==> src/rtl/rib_arbiter.sv <==
// Three-master bus arbiter (m0 = ex load/store, m1 = fetch, m2 = debug) with
// one registered grant per transaction and a watchdog. `RIB_ARB_RR_EN selects round-robin.
module rib_arbiter #(
    parameter int ADDR_W  = 32,
    parameter int DATA_W  = 32,
    parameter int TIMEOUT = 255
) (
    input  logic              clk,
    input  logic              rst,
    input  logic              m0_req_i,
    input  logic              m0_we_i,
    input  logic [ADDR_W-1:0] m0_addr_i,
    input  logic [DATA_W-1:0] m0_wdata_i,
    output logic [DATA_W-1:0] m0_rdata_o,
    output logic              m0_ack_o,
    input  logic              m1_req_i,
    input  logic              m1_we_i,
    input  logic [ADDR_W-1:0] m1_addr_i,
    input  logic [DATA_W-1:0] m1_wdata_i,
    output logic [DATA_W-1:0] m1_rdata_o,
    output logic              m1_ack_o,
    input  logic              m2_req_i,
    input  logic              m2_we_i,
    input  logic [ADDR_W-1:0] m2_addr_i,
    input  logic [DATA_W-1:0] m2_wdata_i,
    output logic [DATA_W-1:0] m2_rdata_o,
    output logic              m2_ack_o,
    output logic              s_req_o,
    output logic              s_we_o,
    output logic [ADDR_W-1:0] s_addr_o,
    output logic [DATA_W-1:0] s_wdata_o,
    input  logic [DATA_W-1:0] s_rdata_i,
    input  logic              s_ack_i,
    output logic              hold_flag_o,
    output logic              err_o
);
    typedef enum logic {IDLE = 1'b0, BUSY = 1'b1} state_t;

    localparam logic [7:0] WD_LAST = 8'(TIMEOUT - 1);

    state_t            state_q, state_d;
    logic [1:0]        grant_q, grant_d;
    logic [7:0]        wd_cnt_q, wd_cnt_d;
    logic [1:0]        win;
    logic [2:0]        req_vec;
    logic [2:0]        ack_vec;
    logic              busy, done_ack, wd_fire, fin;
    logic              g_we;
    logic [ADDR_W-1:0] g_addr;
    logic [DATA_W-1:0] g_wdata;
    logic [DATA_W-1:0] rdata_mux;

    assign req_vec  = {m2_req_i, m1_req_i, m0_req_i};
    assign busy     = (state_q == BUSY);
    assign done_ack = busy & s_ack_i;
    // A slave ack landing on the last watchdog cycle takes precedence.
    assign wd_fire  = busy & ~s_ack_i & (wd_cnt_q == WD_LAST);
    assign fin      = done_ack | wd_fire;

`ifdef RIB_ARB_RR_EN
    logic [1:0] last_grant_q, last_grant_d;

    always_comb begin
        logic [1:0] start;
        logic [1:0] cand;
        logic [2:0] sum;
        logic       found;
        start = (last_grant_q == 2'd2) ? 2'd0 : last_grant_q + 2'd1;
        cand  = start;
        sum   = 3'd0;
        found = 1'b0;
        win   = start;
        for (int i = 0; i < 3; i++) begin
            sum  = {1'b0, start} + 3'(i);
            cand = (sum >= 3'd3) ? 2'(sum - 3'd3) : sum[1:0];
            if (!found && req_vec[cand]) begin
                win   = cand;
                found = 1'b1;
            end
        end
    end
`else
    always_comb begin
        win = 2'd0;
        if (m2_req_i)      win = 2'd2;
        else if (m0_req_i) win = 2'd0;
        else if (m1_req_i) win = 2'd1;
    end
`endif

    always_comb begin
        state_d  = state_q;
        grant_d  = grant_q;
        wd_cnt_d = wd_cnt_q;
`ifdef RIB_ARB_RR_EN
        last_grant_d = last_grant_q;
`endif
        case (state_q)
            IDLE: begin
                if (|req_vec) begin
                    state_d  = BUSY;
                    grant_d  = win;
                    wd_cnt_d = 8'd0;
`ifdef RIB_ARB_RR_EN
                    last_grant_d = win;
`endif
                end
            end
            BUSY: begin
                if (fin) state_d = IDLE;
                else     wd_cnt_d = wd_cnt_q + 8'd1;
            end
            default: state_d = IDLE;
        endcase
    end

    always_ff @(posedge clk or negedge rst) begin
        if (!rst) begin
            state_q  <= IDLE;
            grant_q  <= 2'd0;
            wd_cnt_q <= 8'd0;
`ifdef RIB_ARB_RR_EN
            last_grant_q <= 2'd2;
`endif
        end else begin
            state_q  <= state_d;
            grant_q  <= grant_d;
            wd_cnt_q <= wd_cnt_d;
`ifdef RIB_ARB_RR_EN
            last_grant_q <= last_grant_d;
`endif
        end
    end

    always_comb begin
        case (grant_q)
            2'd0:    begin g_we = m0_we_i; g_addr = m0_addr_i; g_wdata = m0_wdata_i; end
            2'd1:    begin g_we = m1_we_i; g_addr = m1_addr_i; g_wdata = m1_wdata_i; end
            default: begin g_we = m2_we_i; g_addr = m2_addr_i; g_wdata = m2_wdata_i; end
        endcase
    end

    always_comb begin
        s_req_o   = busy;
        s_we_o    = busy & g_we;
        s_addr_o  = busy ? g_addr : '0;
        s_wdata_o = busy ? g_wdata : '0;
        ack_vec   = fin ? (3'b001 << grant_q) : 3'b000;
        // Watchdog completions return zero data.
        rdata_mux = done_ack ? s_rdata_i : '0;
        m0_ack_o  = ack_vec[0];
        m1_ack_o  = ack_vec[1];
        m2_ack_o  = ack_vec[2];
        m0_rdata_o = ack_vec[0] ? rdata_mux : '0;
        m1_rdata_o = ack_vec[1] ? rdata_mux : '0;
        m2_rdata_o = ack_vec[2] ? rdata_mux : '0;
        err_o     = wd_fire;
        // Gated by rst so the stall drops while reset is held, even with requests up.
        hold_flag_o = rst & ((m0_req_i & ~ack_vec[0]) | (m1_req_i & ~ack_vec[1]) |
                             (busy & (grant_q == 2'd2)));
    end
endmodule

==> config.mk <==
export PLATFORM = sky130hd
export DESIGN_NAME = rib_arbiter
export DESIGN_NICKNAME = d
export VERILOG_FILES = /design/src/rtl/rib_arbiter.sv
export SDC_FILE = /design/constraint.sdc
export NUM_CORES = 1
export LEC_CHECK = 0
export ABC_AREA = 0
export BUFFER_PORTS_ARGS = -buffer_cell sky130_fd_sc_hd__buf_2
export CAP_MARGIN = 15
export CORE_AREA = 2 2 156 158
export DETAILED_ROUTE_END_ITERATION = 10
export DIE_AREA = 0 0 158 160
export GPL_ROUTABILITY_DRIVEN = 1
export MAX_ROUTING_LAYER = met4
export PLACE_DENSITY_LB_ADDON = 0.08
export SLEW_MARGIN = 20
export SYNTH_ARGS = -nofsm -noshare
export SYNTH_HDL_FRONTEND = slang
export SYNTH_SLANG_ARGS = --single-unit
export TNS_END_PERCENT = 30
==> constraint.sdc <==
create_clock -name clk -period 2.55 [get_ports clk]
set_clock_uncertainty 0.1 [all_clocks]
set_input_delay 0.1275 -clock clk [delete_from_list [all_inputs] [get_ports clk]]
set_output_delay 0.1275 -clock clk [all_outputs]
set_load 0.05 [all_outputs]
# --- Word-level counts from Yosys, hierarchy flattened ---
# Index checks and enable logic that the tools add are counted.
totals:
  regBits: 11
  inputBits: 233
  mem_bits_ro: 0
  latch_bits: 0
  memories: 0
  word_cells: 48
  ram_bits: 0
op_classes:
  bitwise: 15
  n_mux: 19
  n_eq_ne: 5
  div: 0
  magnitude_cmp: 0
  multipliers: 0
  shifts: 1
  n_addsub: 1
  reduce_logical: 4
ops:
  columns: ["operator", "n"]
  rows:
  - ["$mux 32", 6]
  - ["$pmux 32 s2", 2]
  - ["$mux 8", 2]
  - ["$pmux 8 s2", 1]
  - ["$add 8x1->8 const B", 1]
  - ["$and 1x1->1", 8]
  - ["$eq 8x8->1 const B", 1]
  - ["$mux 1", 4]
  - ["$ne 2x2->1 const B", 2]
  - ["$not 1->1", 4]
  - ["$pmux 1 s2", 2]
  - ["$reduce_and 2->1", 2]
  - ["$mux 3", 1]
  - ["$or 1x1->1", 3]
  - ["$reduce_or 3->1", 1]
  - ["$shl 1x2->3 const A", 1]
  - ["$eq 2x1->1 const B", 1]
  - ["$eq 2x2->1 const B", 1]
  - ["$logic_not 2->1", 1]
  - ["$mux 2", 1]

# --- Longest topological paths before layout ---
depth:
  depth_word: 10
  mapped_depth: 7
  depth_no_buf: 6

# --- Least setup slack after synthesis ---
# OpenSTA, ideal clock, no wires.
synth_path:
  path_kind: "reg-to-output"
  start: "reg state_q (netlist: s_req_o)"
  end: "out hold_flag_o"
  setup_slack_ps: -1104
  arrival_ps: 3426
  stages_incl_launch_ff: 4
  required_time_ps: 2322
  path_cell_list: "dfrtp_1 > inv_2 > nor4b_1 > o32ai_1"
synth_between:
  elab_chain_cells: 9
  word_cells_on_any_way: 13
  cone_classes: "mux (1); bitwise (12)"
synth_lines:
  columns: ["item", "line_no", "source"]
  rows:
  - ["from (decl)", "41", "state_t state_q, state_d;"]
  - ["from (signal assigned)", "126", "state_q <= state_d;"]
  - ["$and 1x1->1 (2 in series)", "57", "assign wd_fire = busy & ~s_ack_i & (wd_cnt_q == WD_LAST);"]
  - ["$or 1x1->1 (*)", "58", "assign fin = done_ack | wd_fire;"]
  - ["$mux 3 (*)", "148", "ack_vec = fin ? (3'b001 << grant_q) : 3'b000;"]
  - ["via m1_ack_o", "21", "output logic m1_ack_o,"]
  - ["$not 1->1 (*)", "159", "hold_flag_o = rst & ((m0_req_i & ~ack_vec[0]) | (m1_req_i & ~ack_vec[1]) |"]
  - ["$and 1x1->1 (*)", "159", null]
  - ["$or 1x1->1 (*) (2 in series)", "159", null]
  - ["$and 1x1->1 (*)", "159", null]
  - ["to (decl)", "34", "output logic hold_flag_o,"]
# Mark *: on every way through the listed nets, which the timed path passes. The rest lies on a longest branch.

# --- Final worst setup path ---
layout_path:
  start: "reg wd_cnt_q[0]"
  end: "out hold_flag_o"
layout_between:
  elab_chain_cells: 9
  word_cells_on_any_way: 11
  cone_classes: "eq/ne (1); mux (1); bitwise (9)"
layout_lines:
  columns: ["item", "line_no", "source"]
  rows:
  - ["from (decl)", "43", "logic [7:0] wd_cnt_q, wd_cnt_d;"]
  - ["from (signal assigned)", "128", "wd_cnt_q <= wd_cnt_d;"]
  - ["$eq 8x8->1 (*)", "57", null]
  - ["$and 1x1->1 (*)", "57", null]
  - ["$or 1x1->1 (*)", "58", null]
  - ["$mux 3 (*)", "148", null]
  - ["$not 1->1", "159", null]
  - ["$and 1x1->1", "159", null]
  - ["$or 1x1->1 (*) (2 in series)", "159", null]
  - ["$and 1x1->1 (*)", "159", null]
# Mark *: on every way between the ends. The rest lies on a longest branch, timed or not.

==> flow_summary.json <==
{
  "ys_top_cells_by_count": "nor2_1, and2_1, a21oi_1",
  "yosys_warnings": 0,
  "cts_buffer_depth": 2,
  "path_class": "flop to output pin",
  "cp_max_fo": 6,
  "cts_root_buf": "clkbuf_16",
  "crit_required_ns": 2.32,
  "hold_ws_ns": 0.0411,
  "setup_viol": 0,
  "yosys-top-cells-area": "mux2i_1, and2_1, nor2_1, a21oi_1, dfrtp_1",
  "drv_slew": 0,
  "dieArea_um2": 25300,
  "clk-insertion-delay-late_ns": 0.24,
  "cts_buffers": 3,
  "fmax_mhz": 416,
  "place_area_um2": 5280,
  "path_clk_slew_ns": 0.04,
  "syn2layout_area_growth_pct": 85.6,
  "antenna_cells": 0,
  "synthesis.area_um2": 2890,
  "min_period_ns": 2.41,
  "chipHeight_um": 160,
  "pwr-share-comb_pct": 90.5,
  "yosys_most_used_dff": "dfrtp_1",
  "async_reset_ff_share_pct": 100,
  "core_area_um2": 23800,
  "num_rows": 57,
  "gr-total-overflow": 0,
  "design_area_um2": 5370,
  "wl_per_cell_um": 13.6,
  "sw_frac_of_total_pct": 69.5,
  "num_vias": 4538,
  "powerDensity_nw_per_um2": 1150,
  "power_mw": 6.18,
  "syn-num-nets": 705,
  "outcome": "complete, no violations",
  "end_kind": "output pin",
  "power.switching_mw": 4.29,
  "seq_power_share_pct": 4.6,
  "cts_sinks": 11,
  "hold_buffers": 1,
  "cts_setup_buffers": 0,
  "power_frac_clock_pct": 4.8,
  "fin_setup_tns_ns": 0,
  "h-tree-depth": 1,
  "drt_first_pass_iters": 4,
  "arrival_ns": 2.18,
  "grt_usage_pct": 11.9,
  "ys_ff_latch": 11,
  "fillCellCount": 2786,
  "hp-class": "input pin to flop",
  "worst_slew_pin_slew_ns": 0.529,
  "synth_edf_count": 0,
  "synth_area_per_cell_um2": 6.16,
  "yosysTopAreaCell": "mux2i_1",
  "synth_cell_types": 36,
  "numPortBuffers": 399,
  "postRouteAntennaNets": 0,
  "die_x_um": 158,
  "place_congestion": 0.747,
  "pin_count": 400,
  "grt_max_degree": 95,
  "drt_iter0_drc": 141,
  "finalCritPeriodShare_pct": 94.4,
  "cp-start-kind": "flop",
  "yosysMostFrequentCell": "nor2_1",
  "start_util_pct": 12.1,
  "grt_pass1_wl_um": 22900,
  "synth_top_area_share_pct": 22.8,
  "wirelength_um": 15900,
  "intPower_mw": 1.89,
  "nNetsFinal": 1082,
  "grt_pass1_vias": 4226,
  "hpwl_um": 13100,
  "p_leak_nw": 3.13,
  "synth_cells": 470,
  "rsz0062_at_grt": "no",
  "ir_drop_uv": 477,
  "tritoncts": "yes",
  "grt_antenna_before_repair": 1,
  "drt-vias-per-instance": 3.88,
  "drive_gt1_share_pct": 50.0,
  "postCtsResizedCells": 0,
  "slew_headroom_pct": 64.5,
  "yosysSeqAreaShare_pct": 9.51,
  "cap_viol_max_count": 0,
  "hold_viol_final": 0,
  "drcViolationCount": 0
}
-- kinds of logic (layout without fill, tap and decap cells) --
group | Yosys count | after routing | share of synthesized area [%]
AO/OA/AOI/OAI | 85 | 85 | 15.7
adder cells (fa/ha/maj) | 2 | 2 | 0.865
multiplexers | 66 | 66 | 22.8
AND/OR/NAND/NOR | 262 | 262 | 44.5
buffers and inverters | 44 | 420 | 6.53
flip-flops | 11 | 11 | 9.51
-- flip-flops by register name, summed over array words and instances (netlist names) --
register	count
grant_q	2
wd_cnt_q	8
s_req_o	1
-- critical path: stages, from the launching register on --
cell and delay, ns:
dfrtp_1 0.41, inv_1 0.06, ha_1 0.19, and3_4 0.17, a21oi_1 0.45, nor4b_4 0.09, o32ai_2 0.25, buf_2 0.30
-- through the flow --
step | cells | util [%] | worst slack (ns)
floorplan | 470 | - | 0.164
global placement | 1165 | 22.2 | 0.415
detailed placement | 1165 | 22.2 | 0.384
CTS | 1170 | 22.5 | 0.131
global route | 1170 | 22.5 | 0.00378
finish | 1170 | 22.5 | 0.144
-- power by group through the flow --
stage	logic, mW	registers (mW)	clock network (mW)
finish	5.59	0.287	0.298
CTS	5.68	0.288	0.306
detailed placement	5.66	0.291	0
floorplan	4.33	0.275	0
global placement	5.72	0.293	0
global route	6.02	0.300	0.314
-- final cells by class --
type | instances | area [um2] | share of cell area [%]
Multi-Input combinational cell | 415 | 2470 | 45.9
Tap cell | 324 | 405 | 7.55
Timing Repair Buffer | 412 | 2120 | 39.5
Sequential cell | 11 | 283 | 5.26
Clock buffer | 4 | 78.8 | 1.47
Inverter | 4 | 15.0 | 0.280
-- path summary, 6_finish.rpt --
kind	from	to	slack [ns]	cells after the start
max in group asynchronous	rst	grant_q[1]$_DFFE_PN0P_	1.83	2
min	m2_req_i	grant_q[1]$_DFFE_PN0P_	0.04	2
min reg2reg	wd_cnt_q[0]$_DFFE_PN0P_	wd_cnt_q[0]$_DFFE_PN0P_	0.47	1
min in group asynchronous	rst	grant_q[0]$_DFFE_PN0P_	0.23	2
max reg2reg	wd_cnt_q[0]$_DFFE_PN0P_	wd_cnt_q[5]$_DFFE_PN0P_	0.55	6
max	wd_cnt_q[0]$_DFFE_PN0P_	hold_flag_o	0.14	7
-- cells in the final DEF (no fill, tap or decap), types with 2 or more instances in the layout --
master	n
buf_2	399
nor2_1	133
and2_1	97
a21oi_1	71
mux2i_1	66
nand2_1	10
buf_4	10
dfrtp_1	9
nand3_1	8
inv_1	3
a21o_1	3
o21ai_0	3
clkbuf_16	3
and3_1	2
or4_1	2
ha_1	2
dfrtp_4	2
buf_12	2
-- metal layers --
metal / wire length, um / vias up / track usage, % / part of all wire, %
met1: 5970 / 1960 / 12.1 / 38
met4: 237 / 0 / 2.38 / 1.5
li1: - / 2316 / - / -
met2: 8500 / 245 / 23.9 / 54
met3: 1180 / 17 / 1.38 / 7.4
met5: 0 / - / - / 0
No activity file was read; power rests on OpenSTA's default activity.
